### src/rtl/spi_pkg.sv
// spi_pkg: shared widths, command codes and FSM state type for the SPI slave
package spi_pkg;
    localparam int FRAME_W = 10;
    localparam int DATA_W  = 8;
    localparam logic [1:0] CMD_WR_ADDR = 2'b00;
    localparam logic [1:0] CMD_WR_DATA = 2'b01;
    localparam logic [1:0] CMD_RD_ADDR = 2'b10;
    localparam logic [1:0] CMD_RD_DATA = 2'b11;
    typedef enum logic [2:0] {IDLE, CHK_CMD, WRITE, READ_ADD, READ_DATA} state_t;
endpackage

### src/rtl/spi_slave_if.sv
// spi_slave_if: SPI pins plus the RAM command/data handshake
interface spi_slave_if;
    import spi_pkg::*;
    logic               SS_n;
    logic               MOSI;
    logic               MISO;
    logic [FRAME_W-1:0] rx_data;
    logic               rx_valid;
    logic [DATA_W-1:0]  tx_data;
    logic               tx_valid;
    modport slave  (input SS_n, MOSI, tx_data, tx_valid, output MISO, rx_data, rx_valid);
    modport master (output SS_n, MOSI, tx_data, tx_valid, input MISO, rx_data, rx_valid);
endinterface

### src/rtl/spi_tx_shifter.sv
// spi_tx_shifter: loads a read byte and shifts it out MSB-first, then idles MISO low
module spi_tx_shifter
    import spi_pkg::*;
(
    input  logic              clk,
    input  logic              rst,
    input  logic              abort,
    input  logic              load,
    input  logic [DATA_W-1:0] din,
    output logic              miso,
    output logic              busy
);
    logic [DATA_W-1:0] sh;
    logic [2:0]        cnt;
    // MISO is registered: the MSB appears the cycle after load, cnt counts remaining bits
    always_ff @(posedge clk) begin
        if (rst || abort) begin
            sh   <= '0;
            cnt  <= '0;
            busy <= 1'b0;
            miso <= 1'b0;
        end else if (load && !busy) begin
            sh   <= {din[DATA_W-2:0], 1'b0};
            cnt  <= 3'(DATA_W - 1);
            busy <= 1'b1;
            miso <= din[DATA_W-1];
        end else if (busy) begin
            sh   <= {sh[DATA_W-2:0], 1'b0};
            cnt  <= (cnt == 3'd0) ? cnt : cnt - 3'd1;
            busy <= cnt != 3'd0;
            miso <= (cnt == 3'd0) ? 1'b0 : sh[DATA_W-1];
        end
    end
endmodule

### src/rtl/spi_slave.sv
// spi_slave: deserializes 10-bit command frames and serializes RAM read bytes on MISO
module spi_slave
    import spi_pkg::*;
(
    input  logic       clk,
    input  logic       rst,
    spi_slave_if.slave bus
);
    state_t             state, nxt;
    logic [3:0]         cnt;
    logic [FRAME_W-2:0] rx_shift;
    logic               rd_addr_ok, tx_wait, in_frame, sample, fin, load, busy;
    // state register
    always_ff @(posedge clk) begin
        state <= rst ? IDLE : nxt;
    end
    // routing uses only bit 9 and rd_addr_ok; SS_n high always returns to IDLE
    always_comb begin
        nxt = bus.SS_n ? IDLE :
              state == IDLE ? CHK_CMD :
              state == CHK_CMD ? (bus.MOSI ? (rd_addr_ok ? READ_DATA : READ_ADD) : WRITE) :
              state;
    end
    // sampling strobes: cnt reaching 9 marks a completed frame whose extra bits are ignored
    always_comb begin
        in_frame = state inside {WRITE, READ_ADD, READ_DATA};
        sample   = !bus.SS_n && (state == CHK_CMD || (in_frame && cnt != 4'd9));
        fin      = !bus.SS_n && in_frame && cnt == 4'd8;
        load     = tx_wait && bus.tx_valid && !bus.SS_n && !busy;
    end
    // receive shifter, frame output, read-address flag and wait-for-RAM flag
    always_ff @(posedge clk) begin
        if (rst) begin
            cnt          <= '0;
            rx_shift     <= '0;
            bus.rx_data  <= '0;
            bus.rx_valid <= 1'b0;
            rd_addr_ok   <= 1'b0;
            tx_wait      <= 1'b0;
        end else begin
            bus.rx_valid <= fin;
            cnt          <= (state == IDLE) ? 4'd0 : (sample && in_frame) ? cnt + 4'd1 : cnt;
            rx_shift     <= sample ? {rx_shift[FRAME_W-3:0], bus.MOSI} : rx_shift;
            bus.rx_data  <= fin ? {rx_shift, bus.MOSI} : bus.rx_data;
            rd_addr_ok   <= (fin && state == READ_ADD) ? 1'b1 : (fin && state == READ_DATA) ? 1'b0 : rd_addr_ok;
            tx_wait      <= (fin && state == READ_DATA) ? 1'b1 : (load || bus.SS_n) ? 1'b0 : tx_wait;
        end
    end
    spi_tx_shifter u_tx (
        .clk   (clk),
        .rst   (rst),
        .abort (bus.SS_n),
        .load  (load),
        .din   (bus.tx_data),
        .miso  (bus.MISO),
        .busy  (busy)
    );
endmodule

### src/flat_wrapper.sv
// flat-port wrapper written by rule: the top's interface ports become plain ports
module spi_slave_flat import spi_pkg::*;
  (clk, rst, bus_SS_n, bus_MOSI, bus_tx_data, bus_tx_valid, bus_MISO, bus_rx_data, bus_rx_valid);
  spi_slave_if bus_i ();
  input  logic clk;
  input  logic rst;
  input wire logic [$bits(bus_i.SS_n)-1:0] bus_SS_n;
  input wire logic [$bits(bus_i.MOSI)-1:0] bus_MOSI;
  input wire logic [$bits(bus_i.tx_data)-1:0] bus_tx_data;
  input wire logic [$bits(bus_i.tx_valid)-1:0] bus_tx_valid;
  output wire logic [$bits(bus_i.MISO)-1:0] bus_MISO;
  output wire logic [$bits(bus_i.rx_data)-1:0] bus_rx_data;
  output wire logic [$bits(bus_i.rx_valid)-1:0] bus_rx_valid;
  assign bus_i.SS_n = bus_SS_n;
  assign bus_i.MOSI = bus_MOSI;
  assign bus_i.tx_data = bus_tx_data;
  assign bus_i.tx_valid = bus_tx_valid;
  assign bus_MISO = bus_i.MISO;
  assign bus_rx_data = bus_i.rx_data;
  assign bus_rx_valid = bus_i.rx_valid;
  spi_slave u_core (.clk(clk), .rst(rst), .bus(bus_i));
endmodule
### config.mk
export PLATFORM = sky130hd
export DESIGN_NAME = spi_slave_flat
export DESIGN_NICKNAME = d
export VERILOG_FILES = /design/src/rtl/spi_pkg.sv /design/src/rtl/spi_slave_if.sv /design/src/rtl/spi_tx_shifter.sv /design/src/rtl/spi_slave.sv /design/src/flat_wrapper.sv
export SDC_FILE = /design/constraint.sdc
export NUM_CORES = 1
export LEC_CHECK = 0
export CAP_MARGIN = 20
export CORE_MARGIN = 2
export CORE_UTILIZATION = 40
export CTS_BUF_LIST = sky130_fd_sc_hd__clkbuf_4 sky130_fd_sc_hd__clkbuf_8 sky130_fd_sc_hd__clkbuf_16
export CTS_CLUSTER_DIAMETER = 120
export CTS_CLUSTER_SIZE = 20
export DETAILED_ROUTE_END_ITERATION = 7
export GPL_TIMING_DRIVEN = 0
export PLACE_DENSITY = 0.62
export SLEW_MARGIN = 40
export SYNTH_ARGS = -nofsm -noshare
export SYNTH_HDL_FRONTEND = slang
export SYNTH_SLANG_ARGS = --single-unit
### constraint.sdc
create_clock -name clk -period 4.7 [get_ports clk]
set_clock_uncertainty 0.15 [all_clocks]
set_input_delay 1.175 -clock clk [delete_from_list [all_inputs] [get_ports clk]]
set_output_delay 1.175 -clock clk [all_outputs]
set_load 0.03 [all_outputs]
---- Word-level counts from Yosys, hierarchy flattened ----
Index checks and enable logic that the tools add are counted.
word-level totals
  bits of input ports ..................... 13
  flip-flop bits (word level) ............. 41
  output and inout port bits .............. 12
  word-level logic and storage cells ...... 67
cells by class
  equality and inequality tests ........... 7
  reduce and logical (&&, ||, !) cells .... 28
  multiplexer cells ....................... 18
  $add $sub $neg .......................... 2
operators by type and width
  operator             count
  $mux 8               2
  $mux 3               5
  $logic_and 1x1->1    11
  $mux 1               11
  $reduce_bool 2->1    4
  $eq 3x2->1 const B   2
  $logic_not 3->1      2
  $reduce_bool 3->1    2
  $add 4x1->4 const B  1
  $eq 4x4->1 const B   1
  $ne 4x4->1 const B   1
  $reduce_or 2->1      2
  $eq 3x1->1 const B   1
  $eq 3x3->1 const B   1
  $logic_or 1x1->1     3
  $reduce_or 3->1      1
  $sub 3x1->3 const B  1
  $logic_not 1->1      2
  $ne 2x2->1 const B   1
  $reduce_and 2->1     1

---- Longest topological paths before layout ----
Gate-level depths: netlist (run 1).
  depth after elaboration ................. 7
  depth in mapped cells ................... 7
  mapped depth without buffers ............ 6

---- Modules after synthesis ----
A second synthesis (run 1) with hierarchy kept.
second synthesis, totals
  cell total of the unflattened synthesis .. 181
  area, all modules ....................... 1786.7 um^2
by module, submodules not included
  module          cells an instance  area each (um^2)  seq. area each (um^2)  times used
  spi_slave       124                1217.4            580.6                  1
  spi_tx_shifter  57                 569.3             240.2                  1

---- Worst setup path before layout (run 1) ----
No wires, ideal clock.
  path kind ............................... input -> register
  from .................................... in bus_SS_n
  to ...................................... reg u_core.bus.rx_data[0]
  data required time ...................... 4.433 ns
  arrival ................................. 1.979 ns
  buffers on the path ..................... 1
  setup time .............................. 0.117 ns
  cell stages on the path ................. 5
  path slack .............................. 2.453 ns
  cell sequence ........................... and4bb_2 > o21ai_0 > buf_6 > mux2i_1 > nor2_1
between the ends
  longest elaborated chain between the ends .. 3
RTL lines
  item                            line                RTL
  from (decl)                     flat_wrapper.sv:7   input wire logic [$bits(bus_i.SS_n)-1:0] bus_SS_n;
  $logic_not 1->1                 spi_slave.sv:28     fin = !bus.SS_n && in_frame && cnt == 4'd8;
  $logic_and 1x1->1 (2 in a row)  spi_slave.sv:28
  to (signal assigned)            spi_slave.sv:44     bus.rx_data <= fin ? {rx_shift, bus.MOSI} : bus.rx_data;
  to (decl)                       spi_slave_if.sv:11  modport slave (input SS_n, MOSI, tx_data, tx_valid, output MISO, rx_data, rx_valid);
No other way between the ends.
A chain may end at the register's enable or synchronous reset.

---- Worst setup path in the final report (run 1) ----
  from .................................... in bus_SS_n
  to ...................................... reg u_core.bus.rx_data[3]
Same word-level chain as after synthesis.

==> results of run 1 <==
cells by family (layout without fill, tap and decap cells):
kind of cell / after synthesis / count (layout)
and+or+nand+nor: 60 / 60
DFF: 41 / 41
muxes: 34 / 34
AOI/OAI and AO/OA: 19 / 19
buffers and inverters: 19 / 51
adders and majority gates: 5 / 5
xor gates and xnor gates: 1 / 1
flip-flops by register name, summed over array words and instances (netlist names):
| register | count |
|---|---|
| u_core.state | 3 |
| u_core.rx_shift | 9 |
| u_core.bus.rx_data | 10 |
| u_core.rd_addr_ok | 1 |
| u_core.u_tx.miso | 1 |
| u_core.u_tx.cnt | 3 |
| u_core.tx_wait | 1 |
| u_core.u_tx.busy | 1 |
| u_core.u_tx.sh | 7 |
| u_core.cnt | 4 |
| u_core.bus.rx_valid | 1 |
through the flow:
| step | hold WS (ns) | power, µW | setup slack (ns) | instances |
|---|---|---|---|---|
| floorplan | 0.293 | 374 | 2.45 | 179 |
| global placement | 0.307 | 389 | 1.75 | 255 |
| detailed placement | 0.329 | 390 | 1.73 | 255 |
| CTS | 0.347 | 722 | 2.04 | 263 |
| global route | 0.374 | 736 | 1.90 | 263 |
| finish | 0.346 | 711 | 2.05 | 263 |
synth_stat cells (2+ instances only):
cell type	count	area, µm²
a21oi_1	5	25.0
buf_2	4	20.0
nand3b_1	2	15.0
nor3_1	5	25.0
inv_1	10	37.5
or3_1	2	12.5
or2_2	2	12.5
ha_1	5	62.6
mux2_2	6	67.6
nand3_1	2	10.0
nor2_1	29	109
nand2b_1	10	62.6
a211oi_1	2	15.0
buf_6	2	22.5
a31oi_1	2	12.5
nand2_1	4	15.0
o21ai_0	3	15.0
mux2i_1	28	280
a2bb2oi_1	2	17.5
clkbuf_1	3	11.3
dfxtp_1	41	821
layout by cell type, fill, tap and decap left out, types with 3 or more instances in the layout:
| cell type | instances |
|---|---|
| a21oi_1 | 5 |
| nor2_1 | 29 |
| nor3_1 | 5 |
| o21ai_0 | 3 |
| ha_1 | 5 |
| clkdlybuf4s50_1 | 24 |
| clkbuf_1 | 3 |
| dfxtp_1 | 41 |
| nand2_1 | 4 |
| inv_1 | 10 |
| nand2b_1 | 10 |
| clkbuf_8 | 5 |
| buf_2 | 4 |
| mux2_2 | 6 |
| mux2i_1 | 28 |
worst min-delay path, cell delays in order (launching register included):
cell,delay [ns]
dfxtp_1,0.32
nand2b_1,0.07
mux2i_1,0.06
final cells by class:
cell class | count | area (µm²)
buffer | 9 | 53.8
multi-input combinational | 119 | 853
inverter | 10 | 37.5
clock inverter | 3 | 65.1
sequential | 41 | 821
clock buffer | 5 | 68.8
timing repair buffer | 24 | 240
tap | 52 | 65.1
fill | 381 | 2090
how the worst max path moves through the flow:
stage                                    endpoint  slack (ns)
4_1_cts                            bus_rx_data[5]        2.04
3_3_place_gp   u_core.bus.rx_data[1]$_SDFFE_PP0N_        1.75
6_report       u_core.bus.rx_data[3]$_SDFFE_PP0N_        2.05
5_1_grt            u_core.u_tx.sh[4]$_SDFFE_PP0P_        1.90
3_5_place_dp   u_core.bus.rx_data[3]$_SDFFE_PP0N_        1.73
2_1_floorplan  u_core.bus.rx_data[0]$_SDFFE_PP0N_        2.45
per-layer routing:
| layer | up-vias | routed length [µm] | GRT usage |
|---|---|---|---|
| met5 | - | 0 | 0 |
| met4 | 0 | 50 | 0.0577 |
| met3 | 5 | 113 | 0.0346 |
| met2 | 31 | 1610 | 0.244 |
| met1 | 621 | 1410 | 0.162 |
| li1 | 670 | - | - |
power by group through the flow:
stage               Sequential, µW  Clock [µW]  Combinational [µW]
floorplan                      357           0                17.0
global placement               358           0                31.7
detailed placement             358           0                32.5
CTS                            349         340                32.7
global route                   350         351                35.6
finish                         349         330                32.2
==> metrics.md, run 1 <==
| Metric | Value |
|---|---|
| Tightest Hold Check Type | `reg2reg` |
| Arrival @ worst endpoint | `between 2 and 3 ns` |
| Clock slew at reported path FFs | `~0.080 ns` |
| Critical path, cell by cell | `clkdlybuf4s50_1, and4bb_2, o21ai_0, buf_6, mux2i_1, nor2_1` |
| RSZ-0062 raised after global routing | `no` |
| DR iter-0 viols | `30` |
| LEAKAGE | `slightly below 0.0009 µW` |
| Synthesized netlist net count | `~200` |
| Syn Area/Cell | `just under 10 µm²` |
| Share of total power in the clock network | `0.464` |
| Number of port buffers | `24` |
| Async set or reset register ratio after synthesis | `0` |
| Initial antenna violation count | `0` |
| Die H | `between 70 and 80 µm` |
| Post-synth cell types | `31` |
| Post-Synth XOR/XNOR Area | `0.00496` |
| WP buf/inv | `2` |
| # nets final | `around 230` |
| Core footprint | `4290 µm²` |
| Area Overhead vs Synth | `24.9%` |
| Yosys reg bits | `just over 40` |
| Cell row count | `24` |
| Slowest cell on crit path | `clkdlybuf4s50_1` |
| Design area | `2200 µm²` |
| Post-synthesis adder-cell area fraction | `0.0354` |
| Peak VDD IR | `between 0.2 and 0.25 mV` |
| N_diodes | `0` |
| Vias in the first global route | `~1,300` |
| Fin crit period | `roughly 2.6 ns` |
| Critical path's top delay family | `buffers and inverters` |
| Post-Synth Simple-Gate Area | `0.172` |
| Tcrit/Tclk final | `0.563` |
| Mapped Area | `between 1500 and 2000 µm²` |
| Final Hold Fails | `0` |
| Max_slew headroom | `0.609` |
| Switch Pwr | `135 µW` |
| Setup Buffers After CTS | `0` |
| Clock tree sinks | `between 40 and 50` |
| Worst Hold End | `u_core.rx_shift[8]$_SDFFE_PP0P_` |
| Crit path from | `bus_SS_n` |
| R2R cell count | `7` |
| Via/cell ratio | `a little over 5` |
| Die width | `a little over 70 µm` |
| Initial Util | `0.411` |
| Hold-fix buffers, CTS | `0` |
| FF-to-FF Start | `u_core.cnt[0]$_SDFFE_PP0P_` |
| GRT Residual Overflow | `0` |
| Finished Core Util | `0.513` |
| Worst-Margin Slew | `between 0.5 and 0.6 ns` |
| Power Density | `between 300 and 400 nW/µm²` |
| GP Congestion | `about 0.80` |
| WHS Path Cells | `2` |
| PostCTS Resize Cnt | `0` |
| Reg-to-reg slack, setup | `around 2.9 ns` |
| Status | `completed` |
| Number of synthesized flops with an enable pin | `0` |
| Hold_sp | `u_core.rx_shift[8]$_SDFFE_PP0P_` |
| Compound-gate portion of the synthesized area | `0.0737` |
| Post-DP HPWL | `around 2400 µm` |
| Root buffer cell | `clkbuf_8` |
| Final setup viols | `0` |
| Req. time, crit path | `~4.7 ns` |
| Pin count of the biggest net entering global routing | `14` |
| Startpoint Class | `primary input` |
| Post-route DRC | `0` |
| DP Area | `roughly 2100 µm²` |
| Register area share after synthesis | `0.465` |
| Combinational power share | `0.045` |
| Drt total wl | `roughly 3200 µm` |
| Post-synthesis mux area share | `0.197` |
| First-pass GRT wire length | `5550 µm` |
| Final Max Slew Viols | `0` |
| IO Count | `25` |
| Drt wl/cell | `between 10 and 15 µm` |
| Full die area | `about 5000 µm²` |
| Largest family of logic cells by synthesized area | `multiplexers` |
| Setup TNS | `0 ns` |
| ANT nets after route | `0` |
| Drt first pass iters | `4` |
| Critical path peak fanout | `10` |
| Switch share | `0.190` |
| Fmax | `around 380 MHz` |
| Mapped Cells | `roughly 180` |
| Seq pwr share | `0.491` |
| Maxcap violations | `0` |
| WS Path Type | `in2reg` |
| CP Depth | `6` |
| Maximum clock path buffer count | `2` |
| RR Endpoint | `u_core.bus.rx_data[3]$_SDFFE_PP0N_` |
| Crit-path max cell delay | `approximately 0.55 ns` |
| Global Route Usage Sum | `0.140` |
| Layout cells sized above 1 | `0.128` |
| CTS tree | `done` |
| Total CTS buffers | `5` |
| Later-pin clock latency in the skew report | `roughly 0.29 ns` |
| Internal power | `576 µW` |
| Via Count | `around 1,300` |
| Worst Setup End Kind | `flop` |
| Ys Warns | `0` |
| Dominant synthesized flop cell | `dfxtp_1` |
| H-tree depth | `2` |
No activity file was read; power rests on OpenSTA's default activity.
==> run 2: changes to the inputs <==
==> constraint.sdc (replaced) <==
create_clock -name clk -period 2.49 [get_ports clk]
set_clock_uncertainty 0.15 [all_clocks]
set_input_delay 0.6225 -clock clk [delete_from_list [all_inputs] [get_ports clk]]
set_output_delay 0.6225 -clock clk [all_outputs]
set_load 0.03 [all_outputs]
==> results of run 2 <==
The final DEF is identical to that of run 1. Status: completed.
Among the figures that moved: setup slack after placement 1.73 ns -> 0.0733 ns; setup slack after layout 2.05 ns -> 0.395 ns; register-to-register setup slack 2.88 ns -> 0.67 ns; total power 711 µW -> 1340 µW; worst IR drop on VDD 0.239 mV -> 0.451 mV
==> run 3: changes to the inputs <==
==> constraint.sdc (replaced) <==
create_clock -name clk -period 2.1 [get_ports clk]
set_clock_uncertainty 0.15 [all_clocks]
set_input_delay 0.525 -clock clk [delete_from_list [all_inputs] [get_ports clk]]
set_output_delay 0.525 -clock clk [all_outputs]
set_load 0.03 [all_outputs]
==> metrics.md, run 3 (same netlist as run 1, synthesis figures left out) <==
| Metric | Value |
|---|---|
| IO Count | `25` |
| FF+latch area | `821 µm²` |
| Worst-Margin Slew | `between 0.5 and 0.6 ns` |
| Max_slew headroom | `0.609` |
| WP buf/inv | `1` |
| Power Density | `about 720 nW/µm²` |
| Cell row count | `24` |
| Arrival @ worst endpoint | `1.31 ns` |
| Clock tree sinks | `between 40 and 50` |
| Critical path peak fanout | `2` |
| Critical path's top delay family | `buffers and inverters` |
| Initial Util | `0.411` |
| Drt wl/cell | `12.1 µm` |
| RSZ-0062 raised after global routing | `no` |
| Most frequent cells in the layout | `dfxtp_1 (41), nor2_1 (29), mux2i_1 (28), clkdlybuf4s50_1 (24)` |
| Die H | `about 70 µm` |
| Design area | `2210 µm²` |
| # fillers | `380` |
| Maximum clock path buffer count | `2` |
| Critical path, cell by cell | `clkdlybuf4s50_1` |
| Crit-path max cell delay | `roughly 0.67 ns` |
| Tcrit/Tclk final | `0.947` |
| Drt first pass iters | `4` |
| GRT busiest layer | `met2` |
| Maxcap violations | `0` |
| Final Hold Fails | `0` |
| Startpoint Class | `flop` |
| Initial antenna violation count | `0` |
| Final Max Slew Viols | `0` |
| Global Route Usage Sum | `0.140` |
| Fmax | `roughly 500 MHz` |
| Area Overhead vs Synth | `24.9%` |
| Via Count | `approximately 1,300` |
| Fin crit period | `approximately 2 ns` |
| First-pass GRT wire length | `about 5500 µm` |
| Vias in the first global route | `1,272` |
| Die width | `about 70 µm` |
| CTS tree | `done` |
| Tightest Hold Check Type | `reg2reg` |
| Pin count of the biggest net entering global routing | `14` |
| Root buffer cell | `clkbuf_8` |
| Post-DP HPWL | `around 2400 µm` |
| H-tree depth | `2` |
| Core footprint | `4290 µm²` |
| Slowest cell on crit path | `clkdlybuf4s50_1` |
| Req. time, crit path | `between 1 and 1.5 ns` |
| Layout cells sized above 1 | `0.133` |
| Later-pin clock latency in the skew report | `about 0.29 ns` |
| GP Congestion | `between 0.8 and 0.9` |
| Drt total wl | `about 3200 µm` |
| Total CTS buffers | `5` |
| Post-route DRC | `0` |
| Via/cell ratio | `roughly 5.0` |
| GRT Residual Overflow | `0` |
| DR iter-0 viols | `31` |
| WHS | `between 0.3 and 0.4 ns` |
| Largest register FFs | `10` |
| Finished Core Util | `0.514` |
| Commonest non-fill, non-tap cell in the layout | `dfxtp_1` |
| WS Path Type | `reg2out` |
| Met3 Use GR | `0.0346` |
| Clock slew at reported path FFs | `about 0.080 ns` |
| Multi-input logic area | `between 800 and 900 µm²` |
| Met1 usage | `0.162` |
| ANT nets after route | `0` |
| Met2 usage | `0.244` |
| DP Area | `about 2100 µm²` |
| Full die area | `just under 5000 µm²` |
| Peak VDD IR | `approximately 0.53 mV` |
| Number of port buffers | `24` |
| Final setup viols | `0` |
| LEAKAGE | `around 0.00088 µW` |
| N_diodes | `0` |
| Status | `completed` |
| Worst Setup End Kind | `output port` |
| # nets final | `between 200 and 250` |
| Top flop regs | `u_core.bus.rx_data (10), u_core.rx_shift (9), u_core.u_tx.sh (7)` |
| Reg with most FFs | `u_core.bus.rx_data` |
## run 3: cell counts in the layout (fill, tap and decap cells not counted)
No cell type changed its count.
## run 3: power breakdown
part,total (µW),internal (µW),switching [µW]
Combinational,72.5,38.8,33.7
Sequential,782,780,2.27
Clock,738,472,266
Total,1590,1290,302
## run 3: path summary, 6_finish.rpt
check,slack (ns),start,cells past startpoint,end
setup reg to reg,0.30,u_core.cnt[0]$_SDFFE_PP0P_,7,u_core.bus.rx_data[3]$_SDFFE_PP0N_
hold reg to reg,0.35,u_core.u_tx.sh[4]$_SDFFE_PP0P_,2,u_core.u_tx.sh[5]$_SDFFE_PP0P_
setup / recovery,0.11,u_core.bus.rx_data[5]$_SDFFE_PP0N_,1,bus_rx_data[5]
hold / removal,0.35,u_core.u_tx.sh[4]$_SDFFE_PP0P_,2,u_core.u_tx.sh[5]$_SDFFE_PP0P_
## run 3: layer usage
layer | wire, µm | part of all wire | vias to the layer above
met1 | 1420 | 0.45 | 619
met4 | 50 | 0.016 | 0
li1 | - | - | 670
met5 | 0 | 0 | -
met3 | 113 | 0.035 | 5
met2 | 1600 | 0.50 | 31
## run 3: final cells by class
cell class	instances	share of cell area
inverters	10	0.0170
plain buffers	9	0.0250
clock buffers	5	0.0312
clock inverters	3	0.0295
flip-flops and latches	41	0.372
multi-input cells	119	0.387
repair buffers	24	0.109
well taps	52	0.0295
## run 3: per-stage QoR
step / setup slack [ns] / setup TNS (ns) / cells / total power, µW
after global routing: 0.0229 / 0 / 263 / 1650
after global placement: -0.204 / -3.66 / 255 / 871
final: 0.112 / 0 / 263 / 1590
after CTS: 0.0911 / 0 / 263 / 1620
after detailed placement: -0.219 / -3.91 / 255 / 873
after floorplan: 0.439 / 0 / 179 / 838
## run 3: what timing repair did
action | 4_1_cts | 5_1_grt
hold buffers | 0 | 0
buffers inserted | 0 | 0
setup endpoints to repair | 0 | 11
resized for setup | 0 | 3
